### src/rtl/gate_bus_pkg.sv
// Shared constants for the gate_bus_pipe block: reduction mode encodings
// and the width of the output transfer counter.
package gate_bus_pkg;

    localparam logic [1:0] GATE_MODE_AND  = 2'd0;
    localparam logic [1:0] GATE_MODE_OR   = 2'd1;
    localparam logic [1:0] GATE_MODE_XOR  = 2'd2;
    localparam logic [1:0] GATE_MODE_NAND = 2'd3;

    localparam int XFER_COUNT_W = 16;

endpackage

### src/rtl/gate_bus_pipe_if.sv
// Operand/result handshake bundle of gate_bus_pipe.
// The slave modport is the pipe itself; the master modport is the
// producer/consumer pair that surrounds it.
interface gate_bus_pipe_if #(
    parameter int NrOfBits   = 1,
    parameter int NrOfInputs = 2
) ();
    import gate_bus_pkg::*;

    logic [NrOfInputs*NrOfBits-1:0] Inputs;
    logic [1:0]                     Mode;
    logic                           InValid;
    logic                           InReady;
    logic [NrOfBits-1:0]            Result;
    logic                           ResultZero;
    logic                           ResultOnes;
    logic                           OutValid;
    logic                           OutReady;
    logic [XFER_COUNT_W-1:0]        XferCount;

    modport master (
        output Inputs, Mode, InValid, OutReady,
        input  InReady, Result, ResultZero, ResultOnes, OutValid, XferCount
    );

    modport slave (
        input  Inputs, Mode, InValid, OutReady,
        output InReady, Result, ResultZero, ResultOnes, OutValid, XferCount
    );

endinterface

### src/rtl/gate_bus_stage.sv
// Generic valid/ready register stage without a skid buffer. Ready is
// passed backward combinationally: the stage can take new data when it
// is empty or when its current contents leave in the same cycle.
module gate_bus_stage #(
    parameter int PayloadWidth = 1
) (
    input  logic                    Clock,
    input  logic                    Reset,
    input  logic                    in_valid,
    output logic                    in_ready,
    input  logic [PayloadWidth-1:0] in_data,
    output logic                    out_valid,
    input  logic                    out_ready,
    output logic [PayloadWidth-1:0] out_data
);

    logic                    valid_q;
    logic [PayloadWidth-1:0] data_q;

    assign in_ready  = !valid_q || out_ready;
    assign out_valid = valid_q;
    assign out_data  = data_q;

    // Load on input fire; otherwise drop valid once the consumer takes the data.
    always_ff @(posedge Clock) begin
        if (Reset) begin
            valid_q <= 1'b0;
            // NOTE: the payload is reset too, because the result and flags must read zero after reset.
            data_q  <= '0;
        end else if (in_valid && in_ready) begin
            valid_q <= 1'b1;
            data_q  <= in_data;
        end else if (out_ready) begin
            valid_q <= 1'b0;
        end
    end

endmodule

### src/rtl/gate_bus_pipe.sv
// gate_bus_pipe: pipelined N-input bus gate with per-input bubbles and a
// run-time selectable AND/OR/XOR/NAND reduction behind valid/ready.
// Build option GATE_BUS_PIPE_INREG_EN adds an operand register stage in
// front of the result stage (latency 2, capacity 2); without it the
// bubbles and reduction feed the result stage directly (latency 1).
module gate_bus_pipe
    import gate_bus_pkg::*;
#(
    parameter int                    NrOfBits    = 1,
    parameter int                    NrOfInputs  = 2,
    parameter logic [NrOfInputs-1:0] BubblesMask = '0
) (
    input logic            Clock,
    input logic            Reset,
    gate_bus_pipe_if.slave bus
);

    localparam int OpsWidth = NrOfInputs * NrOfBits;
    localparam int ResWidth = NrOfBits + 2;

    // Reduce all operands with the selected bitwise function.
    function automatic logic [NrOfBits-1:0] reduce_ops(
        input logic [OpsWidth-1:0] ops,
        input logic [1:0]          mode
    );
        logic [NrOfBits-1:0] acc_and;
        logic [NrOfBits-1:0] acc_or;
        logic [NrOfBits-1:0] acc_xor;
        logic [NrOfBits-1:0] res;
        acc_and = '1;
        acc_or  = '0;
        acc_xor = '0;
        for (int i = 0; i < NrOfInputs; i++) begin
            acc_and = acc_and & ops[i*NrOfBits +: NrOfBits];
            acc_or  = acc_or  | ops[i*NrOfBits +: NrOfBits];
            acc_xor = acc_xor ^ ops[i*NrOfBits +: NrOfBits];
        end
        case (mode)
            GATE_MODE_AND:  res = acc_and;
            GATE_MODE_OR:   res = acc_or;
            GATE_MODE_XOR:  res = acc_xor;
            GATE_MODE_NAND: res = ~acc_and;
            default:        res = acc_and;
        endcase
        return res;
    endfunction

    logic [OpsWidth-1:0] ops_bubbled;

    // Invert each operand whose bubble bit is set.
    always_comb begin
        // NOTE: every bit gets a value on every pass, so no latch is inferred.
        ops_bubbled = bus.Inputs;
        for (int i = 0; i < NrOfInputs; i++) begin
            if (BubblesMask[i]) begin
                ops_bubbled[i*NrOfBits +: NrOfBits] = ~bus.Inputs[i*NrOfBits +: NrOfBits];
            end
        end
    end

    // Reduction-stage inputs, either straight from the bus or from the operand register.
    logic [OpsWidth-1:0] red_ops;
    logic [1:0]          red_mode;
    logic                red_valid;
    logic                red_ready;
    logic                in_ready;

`ifdef GATE_BUS_PIPE_INREG_EN
    logic [OpsWidth+1:0] op_payload;

    gate_bus_stage #(
        .PayloadWidth(OpsWidth + 2)
    ) u_op_stage (
        .Clock     (Clock),
        .Reset     (Reset),
        .in_valid  (bus.InValid),
        .in_ready  (in_ready),
        .in_data   ({bus.Mode, ops_bubbled}),
        .out_valid (red_valid),
        .out_ready (red_ready),
        .out_data  (op_payload)
    );

    assign red_ops  = op_payload[OpsWidth-1:0];
    assign red_mode = op_payload[OpsWidth+1:OpsWidth];
`else
    assign red_ops   = ops_bubbled;
    assign red_mode  = bus.Mode;
    assign red_valid = bus.InValid;
    assign in_ready  = red_ready;
`endif

    logic [NrOfBits-1:0] red_result;
    logic [ResWidth-1:0] res_payload;
    logic                out_valid;

    assign red_result = reduce_ops(red_ops, red_mode);

    gate_bus_stage #(
        .PayloadWidth(ResWidth)
    ) u_res_stage (
        .Clock     (Clock),
        .Reset     (Reset),
        .in_valid  (red_valid),
        .in_ready  (red_ready),
        .in_data   ({(red_result == '1), (red_result == '0), red_result}),
        .out_valid (out_valid),
        .out_ready (bus.OutReady),
        .out_data  (res_payload)
    );

    logic [XFER_COUNT_W-1:0] xfer_count;

    // Count completed output transfers; wraps naturally at the counter width.
    always_ff @(posedge Clock) begin
        if (Reset) begin
            xfer_count <= '0;
        end else if (out_valid && bus.OutReady) begin
            xfer_count <= xfer_count + XFER_COUNT_W'(1);
        end
    end

    assign bus.InReady    = in_ready;
    assign bus.OutValid   = out_valid;
    assign bus.Result     = res_payload[NrOfBits-1:0];
    assign bus.ResultZero = res_payload[NrOfBits];
    assign bus.ResultOnes = res_payload[NrOfBits+1];
    assign bus.XferCount  = xfer_count;

endmodule

### src/flat_wrapper.sv
// flat-port wrapper written by rule: the top's interface ports become plain ports
module gate_bus_pipe_flat import gate_bus_pkg::*;
#(
    parameter int                    NrOfBits    = 1,
    parameter int                    NrOfInputs  = 2,
    parameter logic [NrOfInputs-1:0] BubblesMask = '0
)
  (Clock, Reset, bus_Inputs, bus_Mode, bus_InValid, bus_OutReady, bus_InReady, bus_Result, bus_ResultZero, bus_ResultOnes, bus_OutValid, bus_XferCount);
  gate_bus_pipe_if #(.NrOfBits(NrOfBits), .NrOfInputs(NrOfInputs)) bus_i ();
  input logic Clock;
  input logic Reset;
  input wire logic [$bits(bus_i.Inputs)-1:0] bus_Inputs;
  input wire logic [$bits(bus_i.Mode)-1:0] bus_Mode;
  input wire logic [$bits(bus_i.InValid)-1:0] bus_InValid;
  input wire logic [$bits(bus_i.OutReady)-1:0] bus_OutReady;
  output wire logic [$bits(bus_i.InReady)-1:0] bus_InReady;
  output wire logic [$bits(bus_i.Result)-1:0] bus_Result;
  output wire logic [$bits(bus_i.ResultZero)-1:0] bus_ResultZero;
  output wire logic [$bits(bus_i.ResultOnes)-1:0] bus_ResultOnes;
  output wire logic [$bits(bus_i.OutValid)-1:0] bus_OutValid;
  output wire logic [$bits(bus_i.XferCount)-1:0] bus_XferCount;
  assign bus_i.Inputs = bus_Inputs;
  assign bus_i.Mode = bus_Mode;
  assign bus_i.InValid = bus_InValid;
  assign bus_i.OutReady = bus_OutReady;
  assign bus_InReady = bus_i.InReady;
  assign bus_Result = bus_i.Result;
  assign bus_ResultZero = bus_i.ResultZero;
  assign bus_ResultOnes = bus_i.ResultOnes;
  assign bus_OutValid = bus_i.OutValid;
  assign bus_XferCount = bus_i.XferCount;
  gate_bus_pipe #(.NrOfBits(NrOfBits), .NrOfInputs(NrOfInputs), .BubblesMask(BubblesMask)) u_core (.Clock(Clock), .Reset(Reset), .bus(bus_i));
endmodule
### config.mk
export PLATFORM = sky130hd
export DESIGN_NAME = gate_bus_pipe_flat
export DESIGN_NICKNAME = d
export VERILOG_FILES = /design/src/rtl/gate_bus_pkg.sv /design/src/rtl/gate_bus_pipe_if.sv /design/src/rtl/gate_bus_stage.sv /design/src/rtl/gate_bus_pipe.sv /design/src/flat_wrapper.sv
export SDC_FILE = /design/constraint.sdc
export NUM_CORES = 1
export LEC_CHECK = 0
export BUFFER_PORTS_ARGS = -buffer_cell sky130_fd_sc_hd__buf_2
export CAP_MARGIN = 30
export CORE_MARGIN = 3
export CORE_UTILIZATION = 53
export CTS_CLUSTER_DIAMETER = 200
export DETAILED_ROUTE_END_ITERATION = 8
export PLACE_DENSITY = 0.93
export REMOVE_ABC_BUFFERS = 1
export SKIP_CTS_REPAIR_TIMING = 1
export SYNTH_ARGS = -nofsm -noshare
export SYNTH_HDL_FRONTEND = slang
export SYNTH_SLANG_ARGS = --single-unit
export TNS_END_PERCENT = 50
### constraint.sdc
create_clock -name Clock -period 2.2 [get_ports Clock]
set_input_delay 0.33 -clock Clock [delete_from_list [all_inputs] [get_ports Clock]]
set_output_delay 0.33 -clock Clock [all_outputs]
set_load 0.005 [all_outputs]
# Yosys cells after proc, flatten, opt, wreduce, memory -nomap -nowiden
# Index checks and enable logic that the tools add are counted.
dict set report classes {
  addsub 1
  n_eq_ne 3
  muxes 3
  bitwise 5
  n_reduce_logical 6
}
# cell n
set ops {}
lappend ops {{16-bit by 1-bit adder with 16-bit output (second input constant)} 1}
lappend ops {{2-bit == test (second input constant)} 2}
lappend ops {{1-bit one-hot mux with 4 select lines} 1}
lappend ops {{2-bit by 1-bit == test with 1-bit output (second input constant)} 1}
lappend ops {{1-bit logical AND} 2}
lappend ops {{2-bit logical NOT} 1}
lappend ops {{1-bit two-way mux} 2}
lappend ops {{1-bit NOT} 2}
lappend ops {{2-bit nonzero test} 1}
lappend ops {{1-bit bitwise AND} 1}
lappend ops {{1-bit logical NOT} 1}
lappend ops {{1-bit logical OR} 1}
lappend ops {{1-bit bitwise OR} 1}
lappend ops {{1-bit XOR} 1}
dict set report word_totals {
  ff_bits 20
  elab_cells 21
}

# Logic depth before layout (Yosys ltp)
dict set report logic_depth {
  ltp_word 4
  mapped_depth 5
  mapped_depth_nobuf 5
}

# Modules after synthesis
# From an unflattened synthesis, not the netlist that was laid out.
dict set report unflattened {
  cells_unflattened 107
  area_unflattened_um2 974.7
}
# mod instances cells_per_inst area_each_um2 seq_area_each_um2
set modules_own_cells {}
lappend modules_own_cells {gate_bus_pipe 1 90 800.8 320.3}
lappend modules_own_cells {gate_bus_stage 1 17 173.9 80.1}

# Least setup slack after synthesis
# Ideal clock, no wire load.
dict set report synth_timing {
  path_type {register -> register}
  start {reg u_core.u_res_stage.valid_q (netlist: u_core.u_res_stage.out_valid)}
  end {reg u_core.xfer_count[13] (netlist: u_core.bus.XferCount[13])}
  setup_ps 70
  arrival_ps 1391
  required_ps 2130
  path_slack_ps 739
  path_stages_with_launch 6
  n_path_buf 1
  synth_period_minus_slack_ps 1461
  cell_sequence {dfxtp_1 > and4_1 > buf_6 > nand2_4 > or4_1 > a21oi_1}
}
dict set report synth_via {
  elab_chain_cells 1
}
# item line_no
set synth_lines {}
lappend synth_lines {{start, declared} gate_bus_stage.sv:17} ;# logic valid_q;
lappend synth_lines {{start signal, assigned} gate_bus_stage.sv:27} ;# valid_q <= 1'b0;
lappend synth_lines {{start signal, assigned} gate_bus_stage.sv:31} ;# valid_q <= 1'b1;
lappend synth_lines {{start signal, assigned} gate_bus_stage.sv:34} ;# valid_q <= 1'b0;
lappend synth_lines {{1-bit logical AND} gate_bus_pipe.sv:118} ;# end else if (out_valid && bus.OutReady) begin
lappend synth_lines {{end signal, assigned} gate_bus_pipe.sv:119} ;# xfer_count <= xfer_count + XFER_COUNT_W'(1);
lappend synth_lines {{end, declared} gate_bus_pipe.sv:112} ;# logic [XFER_COUNT_W-1:0] xfer_count;
# No other way between the ends.
# A chain may end at the register's enable or synchronous reset.

# Worst setup path after layout
# Ends and elaborated chain as after synthesis.

==> summary.md <==
| Metric | Value |
|---|---|
| Reg clk slew, reported paths | `0.12 ns` |
| Diode count | `0` |
| Synth Instances | `109` |
| Layout cell share with drive strength beyond 1 | `0.259` |
| Asr flop ratio synth | `0` |
| Vias in the first global route | `734` |
| Top cells by count, synth | `dfxtp_1, a21oi_1, nor2_1` |
| Final Slew Violations | `0` |
| Critical path startpoint category | `register` |
| Post-route DRC | `0` |
| Status | `completed` |
| Minimum hold slack | `0.288 ns` |
| Gr ovfl total | `0` |
| Worst Setup Path Type | `register to register` |
| Cell variety after synth | `29` |
| Critical Path RT | `2.44 ns` |
| # setup viols final | `0` |
| Least-Margin Pin Slew | `0.350 ns` |
| CP Max Fanout | `9` |
| Num CTS Buffers | `3` |
| Primary FF master, synth | `dfxtp_1` |
| Final net count | `147` |
| Seq/Total Area, Yosys | `0.408` |
| Max transition margin | `0.767` |
| Die Span Y | `48.0 um` |
| Antenna-violating nets left | `0` |
| Ys Warns | `0` |
| Initial antenna violation count | `0` |
| Number of flops mapped to enable cells by yosys | `0` |
| Crit path DAT | `1.91 ns` |
| First-pass GRT wire length | `3120 um` |
| # H-tree levels | `1` |
| Max Cap Violations | `0` |
| Layout area overhead | `16.0%` |
| Tcrit/Tclk final | `0.756` |
| Post-layout min period | `1.66 ns` |
| Power per cell area | `530 nW/um2` |
| Layout Skew | `0.0134 ns` |
| HPWL after DPL | `1450 um` |
| FF+latch count, synth | `19` |
| Design Area, Final | `1080 um2` |
| Syn Std Cell Area | `933 um2` |
| Leak | `0.504 nW` |
| Worst-Skew Late Latency | `0.30 ns` |
| Top-area cell type share of the netlist area | `0.408` |
| DRT Pass-1 Iters | `4` |
| Top-count cell post-synth | `dfxtp_1` |
| Setup TNS | `0 ns` |
| RSZ-0062 raised after global routing | `false` |
| Pin count of the biggest net entering global routing | `20` |
| Die width | `48.0 um` |
| Hold Vio Cnt, Final | `0` |
| CTS tree | `built` |
| Vias per cell | `5.76` |
| Dpl cell area | `1050 um2` |
| Min-Delay Path Class | `input port to register` |
| Critical Path, Cell by Cell | `and4_1 > nand2_4 > or4_1 > a21oi_1` |
| Number of I/O pins | `29` |
| Root Buffer | `clkbuf_4` |
| Num rows | `14` |
| Max clock buf depth | `2` |
| Max rail drop VDD | `359 uV` |
| Max stage delay cell, worst path | `or4_1` |
| DR WL/cell | `13.2 um` |
| Core ar. | `1580 um2` |
| Starting DRT DRC Count | `28` |
| Num Clock Sinks | `19` |
| CP max stage delay | `0.51 ns` |
| PortBufs | `28` |
| Die ar. | `2300 um2` |
| Mean Syn Cell Area | `8.56 um2` |
| DR vias | `870` |
| Routability-driven placement congestion ratio | `0.763` |
| Synth area leaders | `dfxtp_1, xor2_1, a21oi_1, ha_1, nor2_1` |
| Cell taking the most area after synthesis | `dfxtp_1` |
| Final Routed Wirelength | `1990 um` |
| CP Capture Type | `register` |
| Filler cells | `129` |
| Initial Util | `0.592` |
| Total Routing Usage GR | `0.193` |
| Fmax | `601 MHz` |
-- power by group --
group	internal, mW	switching (mW)	leakage, nW
Sequential	0.350	0.00506	0.154
Clock	0.0677	0.110	0.0177
Combinational	0.0192	0.0224	0.332
-- area by class of cell --
class / instances / area, um2 / share of cell area
Clock inverter: 1 / 5.00 / 0.00462
Tap cell: 16 / 20.0 / 0.0185
Multi-Input combinational cell: 80 / 499 / 0.461
Timing Repair Buffer: 28 / 140 / 0.129
Inverter: 4 / 15.0 / 0.0139
Sequential cell: 19 / 380 / 0.351
Clock buffer: 3 / 22.5 / 0.0208
-- metrics by stage --
step / std cells / power (mW) / util / worst slack, ns
floorplan: 103 / 0.380 / - / 0.679
global placement: 147 / 0.402 / 0.669 / 0.569
detailed placement: 147 / 0.404 / 0.669 / 0.516
CTS: 151 / 0.578 / 0.687 / 0.540
global route: 151 / 0.596 / 0.687 / 0.419
finish: 151 / 0.574 / 0.687 / 0.537
-- flip-flops by register name, summed over array words and instances, names as in the netlist --
name,flops
u_core.u_res_stage.out_data,2
u_core.bus.XferCount,16
u_core.u_res_stage.out_valid,1
-- path summary, 6_finish.rpt --
kind                            slack, ns                                       from                                        end  depth (start not counted)
worst max-delay path                 0.54  u_core.u_res_stage.out_valid$_SDFFE_PP0P_      u_core.bus.XferCount[13]$_SDFFE_PP0P_                          4
worst min-delay path                 0.29                                bus_InValid  u_core.u_res_stage.out_valid$_SDFFE_PP0P_                          3
worst max register to register       0.54  u_core.u_res_stage.out_valid$_SDFFE_PP0P_      u_core.bus.XferCount[13]$_SDFFE_PP0P_                          4
worst min register to register       0.51       u_core.bus.XferCount[1]$_SDFFE_PP0P_       u_core.bus.XferCount[1]$_SDFFE_PP0P_                          2
-- cells in the final DEF, fill, tap and decap left out --
cell type	instances
nor2_1	10
or3_1	4
inv_1	4
a21oi_1	10
nand2_4	1
ha_1	3
or4_1	1
buf_2	28
o21ai_0	5
nand2_1	8
clkinv_2	1
o21ba_2	1
xor2_1	9
nand4b_1	1
nand2b_1	1
nand4_1	5
o31ai_1	1
nand3_1	5
clkbuf_4	3
and4_1	3
o211ai_1	1
nand3_2	1
dfxtp_1	19
and3_1	3
and2_1	5
a211o_1	1
nor3_1	1
-- layer usage --
metal	vias up	share of wire	routed length [um]	global-route usage
li1	428	-	-	-
met1	412	0.46	916	0.247
met2	26	0.47	928	0.296
met3	4	0.049	98	0.0489
met4	0	0.022	43	0.102
met5	-	0	0	0
-- worst max-delay path, delay by kind of cell (launching register included) --
family / cells / cell delay, ns
AND/OR/NAND/NOR: 3 / 1.03
flip-flops: 1 / 0.44
AO/OA/AOI/OAI: 1 / 0.15
-- cells by family after synthesis --
family                     synth area share
DFF                                   0.408
AOI/OAI and AO/OA                     0.117
xor gates and xnor gates             0.0845
and+or+nand+nor                       0.294
adders and majority gates            0.0402
buffers and inverters                0.0576
Note: power is estimated with default switching activity, not from simulation.
